### src/rtl/spi_shift_in_reg_pkg.sv
// SPI receive-side shared constants and FSM state type.
// Also consumed by the MISO shift-out path for identical framing.
package spi_shift_in_reg_pkg;

  // Synchronizer depth for raw pad inputs.
  localparam int unsigned SPI_SYNC_STAGES = 2;

  // Mode 0: data is sampled on the SCLK rising edge.
  localparam bit SPI_SAMPLE_RISE = 1'b1;

  typedef enum logic {
    RX_IDLE  = 1'b0,
    RX_SHIFT = 1'b1
  } rx_state_e;

  // Edge detect on a synchronized clock tap, polarity set by mode.
  function automatic logic spi_edge(
    input logic cur,
    input logic prev
  );
    if (SPI_SAMPLE_RISE)
      return cur & ~prev;
    else
      return ~cur & prev;
  endfunction

endpackage

### src/rtl/spi_in_sync.sv
// Pad synchronizer for SCLK/CS_N/MOSI.
// SCLK gets one extra flop so its sampling edge can be detected.
module spi_in_sync
  import spi_shift_in_reg_pkg::*;
(
  input  logic i_CLK,
  input  logic i_RST_N,
  input  logic i_SCLK,
  input  logic i_CS_N,
  input  logic i_MOSI,
  output logic o_SCLK_EDGE,
  output logic o_CS_S2,
  output logic o_MOSI_S2
);

  localparam int unsigned N = SPI_SYNC_STAGES;

  logic [N:0]   sclk_q;
  logic [N-1:0] cs_q;
  logic [N-1:0] mosi_q;

  // Shift pad levels in; reset to idle bus levels.
  always_ff @(posedge i_CLK) begin
    if (!i_RST_N) begin
      sclk_q <= '0;
      cs_q   <= '1;
      mosi_q <= '0;
    end else begin
      sclk_q <= {sclk_q[N-1:0], i_SCLK};
      cs_q   <= {cs_q[N-2:0], i_CS_N};
      mosi_q <= {mosi_q[N-2:0], i_MOSI};
    end
  end

  assign o_SCLK_EDGE = spi_edge(sclk_q[N-1], sclk_q[N]);
  assign o_CS_S2     = cs_q[N-1];
  assign o_MOSI_S2   = mosi_q[N-1];

endmodule

### src/rtl/spi_shift_in_reg.sv
// SPI mode-0 slave MOSI deserializer.
// Words land in a holding register with a valid/ready handshake.
module spi_shift_in_reg
  import spi_shift_in_reg_pkg::*;
#(
  parameter int unsigned DATA_WIDTH = 32,
  parameter bit          MSB_FIRST  = 1'b1
) (
  input  logic                  i_CLK,
  input  logic                  i_RST_N,
  input  logic                  i_SCLK,
  input  logic                  i_CS_N,
  input  logic                  i_MOSI,
  input  logic                  i_READY,
  output logic [DATA_WIDTH-1:0] o_DATA,
  output logic                  o_VALID,
  output logic                  o_BUSY,
  output logic                  o_FRAME_ERR,
  output logic                  o_OVERRUN
);

  localparam int unsigned CNT_W = $clog2(DATA_WIDTH) + 1;
  localparam logic [CNT_W-1:0] CNT_LAST = CNT_W'(DATA_WIDTH - 1);
  localparam logic [CNT_W-1:0] CNT_ONE  = CNT_W'(1);

  logic sclk_edge;
  logic cs_s2;
  logic mosi_s2;

  rx_state_e             state;
  logic [CNT_W-1:0]      cnt;
  logic [DATA_WIDTH-1:0] sr;
  logic [DATA_WIDTH-1:0] sr_next;
  logic                  take;

  spi_in_sync u_sync (
    .i_CLK       (i_CLK),
    .i_RST_N     (i_RST_N),
    .i_SCLK      (i_SCLK),
    .i_CS_N      (i_CS_N),
    .i_MOSI      (i_MOSI),
    .o_SCLK_EDGE (sclk_edge),
    .o_CS_S2     (cs_s2),
    .o_MOSI_S2   (mosi_s2)
  );

  // Shift register with the current bit applied.
  always_comb begin
    if (MSB_FIRST)
      sr_next = {sr[DATA_WIDTH-2:0], mosi_s2};
    else
      sr_next = {mosi_s2, sr[DATA_WIDTH-1:1]};
  end

  assign take = o_VALID & i_READY;

  // Frame FSM, bit counter, holding register and status pulses.
  always_ff @(posedge i_CLK) begin
    if (!i_RST_N) begin
      state       <= RX_IDLE;
      cnt         <= '0;
      sr          <= '0;
      o_DATA      <= '0;
      o_VALID     <= 1'b0;
      o_BUSY      <= 1'b0;
      o_FRAME_ERR <= 1'b0;
      o_OVERRUN   <= 1'b0;
    end else begin
      o_FRAME_ERR <= 1'b0;
      o_OVERRUN   <= 1'b0;
      if (take)
        o_VALID <= 1'b0;
      unique case (state)
        RX_IDLE: begin
          cnt <= '0;
          if (!cs_s2) begin
            state  <= RX_SHIFT;
            o_BUSY <= 1'b1;
          end
        end
        RX_SHIFT: begin
          if (cs_s2) begin
            // CS wins over a coincident SCLK edge.
            state       <= RX_IDLE;
            o_BUSY      <= 1'b0;
            cnt         <= '0;
            sr          <= '0;
            o_FRAME_ERR <= (cnt != '0);
          end else if (sclk_edge) begin
            sr <= sr_next;
            if (cnt == CNT_LAST) begin
              cnt <= '0;
              if (!o_VALID || i_READY) begin
                o_DATA  <= sr_next;
                o_VALID <= 1'b1;
              end else begin
                o_OVERRUN <= 1'b1;
              end
            end else begin
              cnt <= cnt + CNT_ONE;
            end
          end
        end
      endcase
    end
  end

endmodule

### config.mk
export PLATFORM = sky130hd
export DESIGN_NAME = spi_shift_in_reg
export DESIGN_NICKNAME = d
export VERILOG_FILES = /design/src/rtl/spi_shift_in_reg_pkg.sv /design/src/rtl/spi_in_sync.sv /design/src/rtl/spi_shift_in_reg.sv
export SDC_FILE = /design/constraint.sdc
export NUM_CORES = 1
export LEC_CHECK = 0
export CAP_MARGIN = 20
export CORE_MARGIN = 2
export CORE_UTILIZATION = 40
export DETAILED_ROUTE_END_ITERATION = 7
export GPL_ROUTABILITY_DRIVEN = 0
export HOLD_SLACK_MARGIN = 0.05
export PLACE_DENSITY = 0.6
export SKIP_CTS_REPAIR_TIMING = 1
export SYNTH_ARGS = -nofsm -noshare
export SYNTH_HDL_FRONTEND = slang
export SYNTH_SLANG_ARGS = --single-unit
export TNS_END_PERCENT = 50
### constraint.sdc
create_clock -name i_CLK -period 4.1 [get_ports i_CLK]
set_clock_uncertainty 0.15 [all_clocks]
set_input_delay 0.41 -clock i_CLK [delete_from_list [all_inputs] [get_ports i_CLK]]
set_output_delay 0.41 -clock i_CLK [all_outputs]
set_load 0.1 [all_outputs]
## After elaboration in Yosys (flattened, before gate mapping)

Index checks and enable logic that the tools add are counted.

- Flip-flop bits (word level): 81
- Bits of input ports: 6
- Output and inout bits: 36
- Word-level logic and storage cells: 50

- Add/subtract/negate cells: 1
- Equality and inequality tests: 4
- Multiplexer cells: 17
- Bitwise gates (word level): 8
- Reductions and logical operators: 9

Operators with widths:

| operator | number |
|---|---|
| $mux W31 | 2 |
| $mux W6 | 3 |
| $pmux W6 S2 | 1 |
| $mux W1 | 10 |
| $add A6 B1 Y6 const B | 1 |
| $eq A6 B5 Y1 const B | 1 |
| $not A1 Y1 | 6 |
| $reduce_bool A6 Y1 | 1 |
| $reduce_and A5 Y1 | 1 |
| $reduce_or A5 Y1 | 1 |
| $reduce_and A2 Y1 | 2 |
| $ne A3 B2 Y1 const B | 1 |
| $reduce_and A3 Y1 | 1 |
| $and A1 B1 Y1 | 2 |
| $ne A2 B1 Y1 const B | 1 |
| $ne A2 B2 Y1 const B | 1 |
| $pmux W1 S2 | 1 |
| $reduce_bool A2 Y1 | 1 |
| $logic_not A1 Y1 | 1 |
| $logic_or A1 B1 Y1 | 1 |

## Longest topological paths before layout

- Word-level depth: 7
- Mapped depth: 7
- Depth with buffers taken out: 5

## Cells and area by module

A second synthesis with hierarchy kept.

- Cells, all modules: 314
- Area, all modules: 3,078.0 um^2

By module, submodules not included:

| module | instances | cells an instance | area each (um^2) | seq. area each (um^2) |
|---|---|---|---|---|
| spi_shift_in_reg | 1 | 299 | 2,887.8 | 1,481.4 |
| spi_in_sync | 1 | 15 | 190.2 | 140.1 |

## Worst setup path after synthesis

OpenSTA, ideal clock, no wires.

- Kind: flip-flop to flip-flop
- Start point: reg o_VALID
- End point: reg o_DATA[0]
- Setup time: 0.121 ns
- Arrival time: 1.784 ns
- Data required time: 3.829 ns
- Slack: 2.044 ns
- Stages on the path, launching flop included: 7
- Buffers on the path: 2
- Period minus slack after synthesis: 2.056 ns
- Cell sequence: dfxtp_1 nor2b_1 and4b_1 buf_6 buf_6 nand3_1 o21ai_0

- Cells in the longest elaborated chain, start to end: 3

RTL lines:

| what | RTL line | text |
|---|---|---|
| start, declared | spi_shift_in_reg.sv:16 | `output logic o_VALID,` |
| start signal, assigned | spi_shift_in_reg.sv:64 | `o_VALID <= 1'b0;` |
| start signal, assigned | spi_shift_in_reg.sv:72 | `o_VALID <= 1'b0;` |
| start signal, assigned | spi_shift_in_reg.sv:95 | `o_VALID <= 1'b1;` |
| $logic_not A1 Y1 | spi_shift_in_reg.sv:93 | `if (!o_VALID \|\| i_READY) begin` |
| $logic_or A1 B1 Y1 | spi_shift_in_reg.sv:93 |  |
| $reduce_and A5 Y1 (no line) | n/a |  |
| end signal, assigned | spi_shift_in_reg.sv:94 | `o_DATA <= sr_next;` |
| end, declared | spi_shift_in_reg.sv:15 | `output logic [DATA_WIDTH-1:0] o_DATA,` |

Every way passes these cells.
A chain may end at the register's enable or synchronous reset.

## Worst setup path after layout

- Start point: reg o_DATA[29]
- End point: out o_DATA[29]

No word-level cell between the ends.

==> reports/qor.json <==
{
  "cts_buffers": 9,
  "internal_power_mw": 1.193,
  "detailedRoute.firstIterationViolations": 106,
  "achievable-frequency_mhz": 416.4,
  "clock_latency_late_sink_ns": 0.34,
  "pin_count": 42,
  "syn-num-nets": 326,
  "finalPower_mw": 1.483,
  "slowest_delay_ns": 1.15,
  "ir_worst_vdd_uv": 181.0,
  "synthesis.area_per_instance_um2": 9.305,
  "grt_start_max_net_pins": 67,
  "hold-path-endpoint": "u_sync.cs_q[1]",
  "worstHoldPathType": "reg2reg",
  "maxUsedRoutingLayer": "met4",
  "critical_path_capture_point_type": "primary output",
  "antenna_cells": 0,
  "wirelength_met1_mm": 2.626,
  "power_switching_mw": 0.2899,
  "cts_tree": "done",
  "status": "complete, no violations",
  "data_required_time_of_the_critical_path_ns": 3.54,
  "cts.htree.levels": 3,
  "final_nets": 356,
  "mappedNetlistArea_um2": 2959,
  "port_buffers": 41,
  "path_max_fanout": 2,
  "slowest_stage": "sky130_fd_sc_hd__clkdlybuf4s50_1",
  "placeableCoreArea_um2": 7214,
  "period_minus_slack_ns": 2.401,
  "setup_tns_ns": 0,
  "setup_viol": 0,
  "effective_utilization_at_floorplan_pct": 41.02,
  "vias_after_detailed_routing": 2208,
  "timing_worst_slew_pin_value_ns": 0.9764,
  "clock_tree.buffer_depth": 2,
  "yosys_warnings": 0,
  "grt_first_pass_wirelength_mm": 9.190,
  "hold_path.startpoint": "u_sync.cs_q[0]",
  "layout_commonest_cell": "sky130_fd_sc_hd__dfxtp_1",
  "rr_worst_depth": 6,
  "detail_route.wl_per_cell_um": 11.89,
  "slew_limit_fails": 0,
  "clock_sink_count": 81,
  "critical_path.cell_chain": "clkdlybuf4s50_1",
  "core.rowCount": 31,
  "reg2reg_to": "o_DATA[27]",
  "global_route.overflow_total": 0,
  "clk_pin_slew_ns": 0.08,
  "drt-vias-per-instance": 4.896,
  "detailed_place_hpwl_mm": 3.196,
  "synth_sequential_area_ratio_pct": 54.80,
  "grt_use_total_pct": 13.84,
  "clock_tree.root_cell": "sky130_fd_sc_hd__clkbuf_8",
  "comb_power_share_pct": 2.4,
  "finalHoldViolations": 0,
  "fp.dieArea_um2": 8102,
  "length_of_the_first_detailed_routing_pass_in_iterations": 4,
  "timing.critical_path.buf_inv": 1,
  "synth.lib_cells_used.distinct": 26,
  "route.antenna.remaining_nets": 0,
  "routed-wl-met3_um": 182,
  "die_x_um": 90.01,
  "die_y_um": 90.01,
  "cp-start-kind": "flop",
  "timing.hold.worst_path_depth": 1,
  "layout_common_cells": "81 x sky130_fd_sc_hd__dfxtp_1, 40 x sky130_fd_sc_hd__clkdlybuf4s50_1, 39 x sky130_fd_sc_hd__nand2_1",
  "ff2ff_setup_slack_ns": 1.97,
  "p_leak_nw": 1.195,
  "grt_pass1_vias": 2029,
  "synth_cells": 318,
  "layout.core_utilization_pct": 50.09,
  "remaining_drc_errors": 0,
  "max_cap_violations": 0,
  "arrival_time_at_the_worst_endpoint_ns": 1.84,
  "drive_gt1_share_pct": 5.966,
  "antenna_found_initial": 0,
  "fin_worst_hold_slack_ns": 0.2670,
  "share_of_total_power_in_the_clock_network_pct": 44.2,
  "ys_seq_elements": 81,
  "rsz_0062_raised_after_global_routing": "no",
  "route.final.wire_length_mm": 5.362,
  "period_share_pct": 58.57,
  "p_sw_share_pct": 19.55,
  "seq_power_share_pct": 53.4,
  "power_per_cell_area_nw_per_um2": 410.3,
  "timing.rr.start": "cnt[1]",
  "area_added_between_synthesis_and_finish_pct": 22.11,
  "met2_wirelength_mm": 2.469,
  "timing.setup.critical_path_class": "reg2out",
  "worst_path_dominant_cell_family": "buffers and inverters",
  "max-slew-margin-rel_pct": 34.70
}
## layer usage
| layer | vias up | track usage (%) |
|---|---|---|
| li1 | 1150 | - |
| met1 | 1023 | 17.37 |
| met2 | 29 | 21.55 |
| met3 | 6 | 4.443 |
| met4 | 0 | 6.667 |
| met5 | - | 0 |
## power by group through the flow
stage | registers (mW) | clock network (mW) | logic [mW]
after floorplan | 0.814 | 0 | 0.0232
after global placement | 0.811 | 0 | 0.0359
after detailed placement | 0.811 | 0 | 0.0358
after CTS | 0.792 | 0.675 | 0.0359
after global routing | 0.792 | 0.715 | 0.0390
final | 0.792 | 0.655 | 0.0353
## cells in the mapped netlist
cell                       number  area share, %
sky130_fd_sc_hd__and4b_1        1           0.34
sky130_fd_sc_hd__o21ai_0       17            2.9
sky130_fd_sc_hd__nand4_1        3           0.63
sky130_fd_sc_hd__and3_1         3           0.63
sky130_fd_sc_hd__buf_6          7            2.7
sky130_fd_sc_hd__inv_1          2           0.25
sky130_fd_sc_hd__nor2_1         5           0.63
sky130_fd_sc_hd__o21a_1         1           0.25
sky130_fd_sc_hd__a21oi_1        4           0.68
sky130_fd_sc_hd__a22oi_1       31            7.9
sky130_fd_sc_hd__dfxtp_1       81             55
sky130_fd_sc_hd__o21ai_1       17            2.9
sky130_fd_sc_hd__clkbuf_1      16            2.0
sky130_fd_sc_hd__xor2_1         2           0.59
sky130_fd_sc_hd__ha_1           2           0.85
sky130_fd_sc_hd__and4bb_1       1           0.42
sky130_fd_sc_hd__buf_2          1           0.17
sky130_fd_sc_hd__nand2_1       39            4.9
sky130_fd_sc_hd__nor2b_1       36            7.6
sky130_fd_sc_hd__buf_1          2           0.25
sky130_fd_sc_hd__nand2b_1       3           0.63
sky130_fd_sc_hd__xnor2_1        1           0.30
sky130_fd_sc_hd__nand3_1       36            6.1
sky130_fd_sc_hd__mux2i_1        1           0.34
sky130_fd_sc_hd__and2_1         5            1.1
sky130_fd_sc_hd__nor4_1         1           0.21
## stage by stage
stage,instance area (µm²),cells,worst slack [ns]
6_report,3613,451,1.699
5_1_grt,3613,451,1.633
4_1_cts,3593,450,1.662
3_5_place_dp,3364,435,1.586
3_3_place_gp,3364,435,1.600
2_1_floorplan,2959,318,2.044
## worst max-delay path by stage
stage               start    endpoint  slack, ns  cells past startpoint
2_1_floorplan     o_VALID   o_DATA[0]       2.04                      6
3_3_place_gp      i_READY  o_DATA[27]       1.60                      5
3_5_place_dp      i_READY  o_DATA[27]       1.59                      5
4_1_cts        o_DATA[29]  o_DATA[29]       1.66                      1
5_1_grt            o_BUSY      o_BUSY       1.63                      1
6_report       o_DATA[29]  o_DATA[29]       1.70                      1
## flip-flops by register name, summed over array words and instances, names as in the netlist
signal         cells
o_BUSY             1
o_FRAME_ERR        1
cnt                6
o_OVERRUN          1
state              1
u_sync.cs_q        2
sr                31
o_DATA            32
o_VALID            1
u_sync.sclk_q      3
u_sync.mosi_q      2
## area by class of cell
cell class	instances	area (µm²)
clock buffer	13	168.9
clock inverter	2	60.06
fill	735	3601
inverter	2	7.507
multi-input combinational	209	1184
sequential	81	1622
tap	99	123.9
timing repair buffer	45	447.9
## kinds of logic (layout without fill, tap and decap cells)
logic type               after synthesis  after routing  share of synthesized area (%)
AO/OA/AOI/OAI                         70             70                          14.55
XOR/XNOR                               3              3                         0.8881
adder cells (fa/ha/maj)                2              2                         0.8455
buffers and inverters                 28             62                          5.370
flip-flops                            81             81                          54.80
multiplexers                           1              1                         0.3383
AND/OR/NAND/NOR                      133            133                          23.21
## worst register-to-register path: cells and delay by family (launching register included)
family	cells	cell delay [ns]
flip-flops	1	0.40
AND/OR/NAND/NOR	3	0.89
buffers and inverters	1	0.26
adder cells (fa/ha/maj)	1	0.24
AO/OA/AOI/OAI	1	0.12
Power figures use the tool's default switching activity.
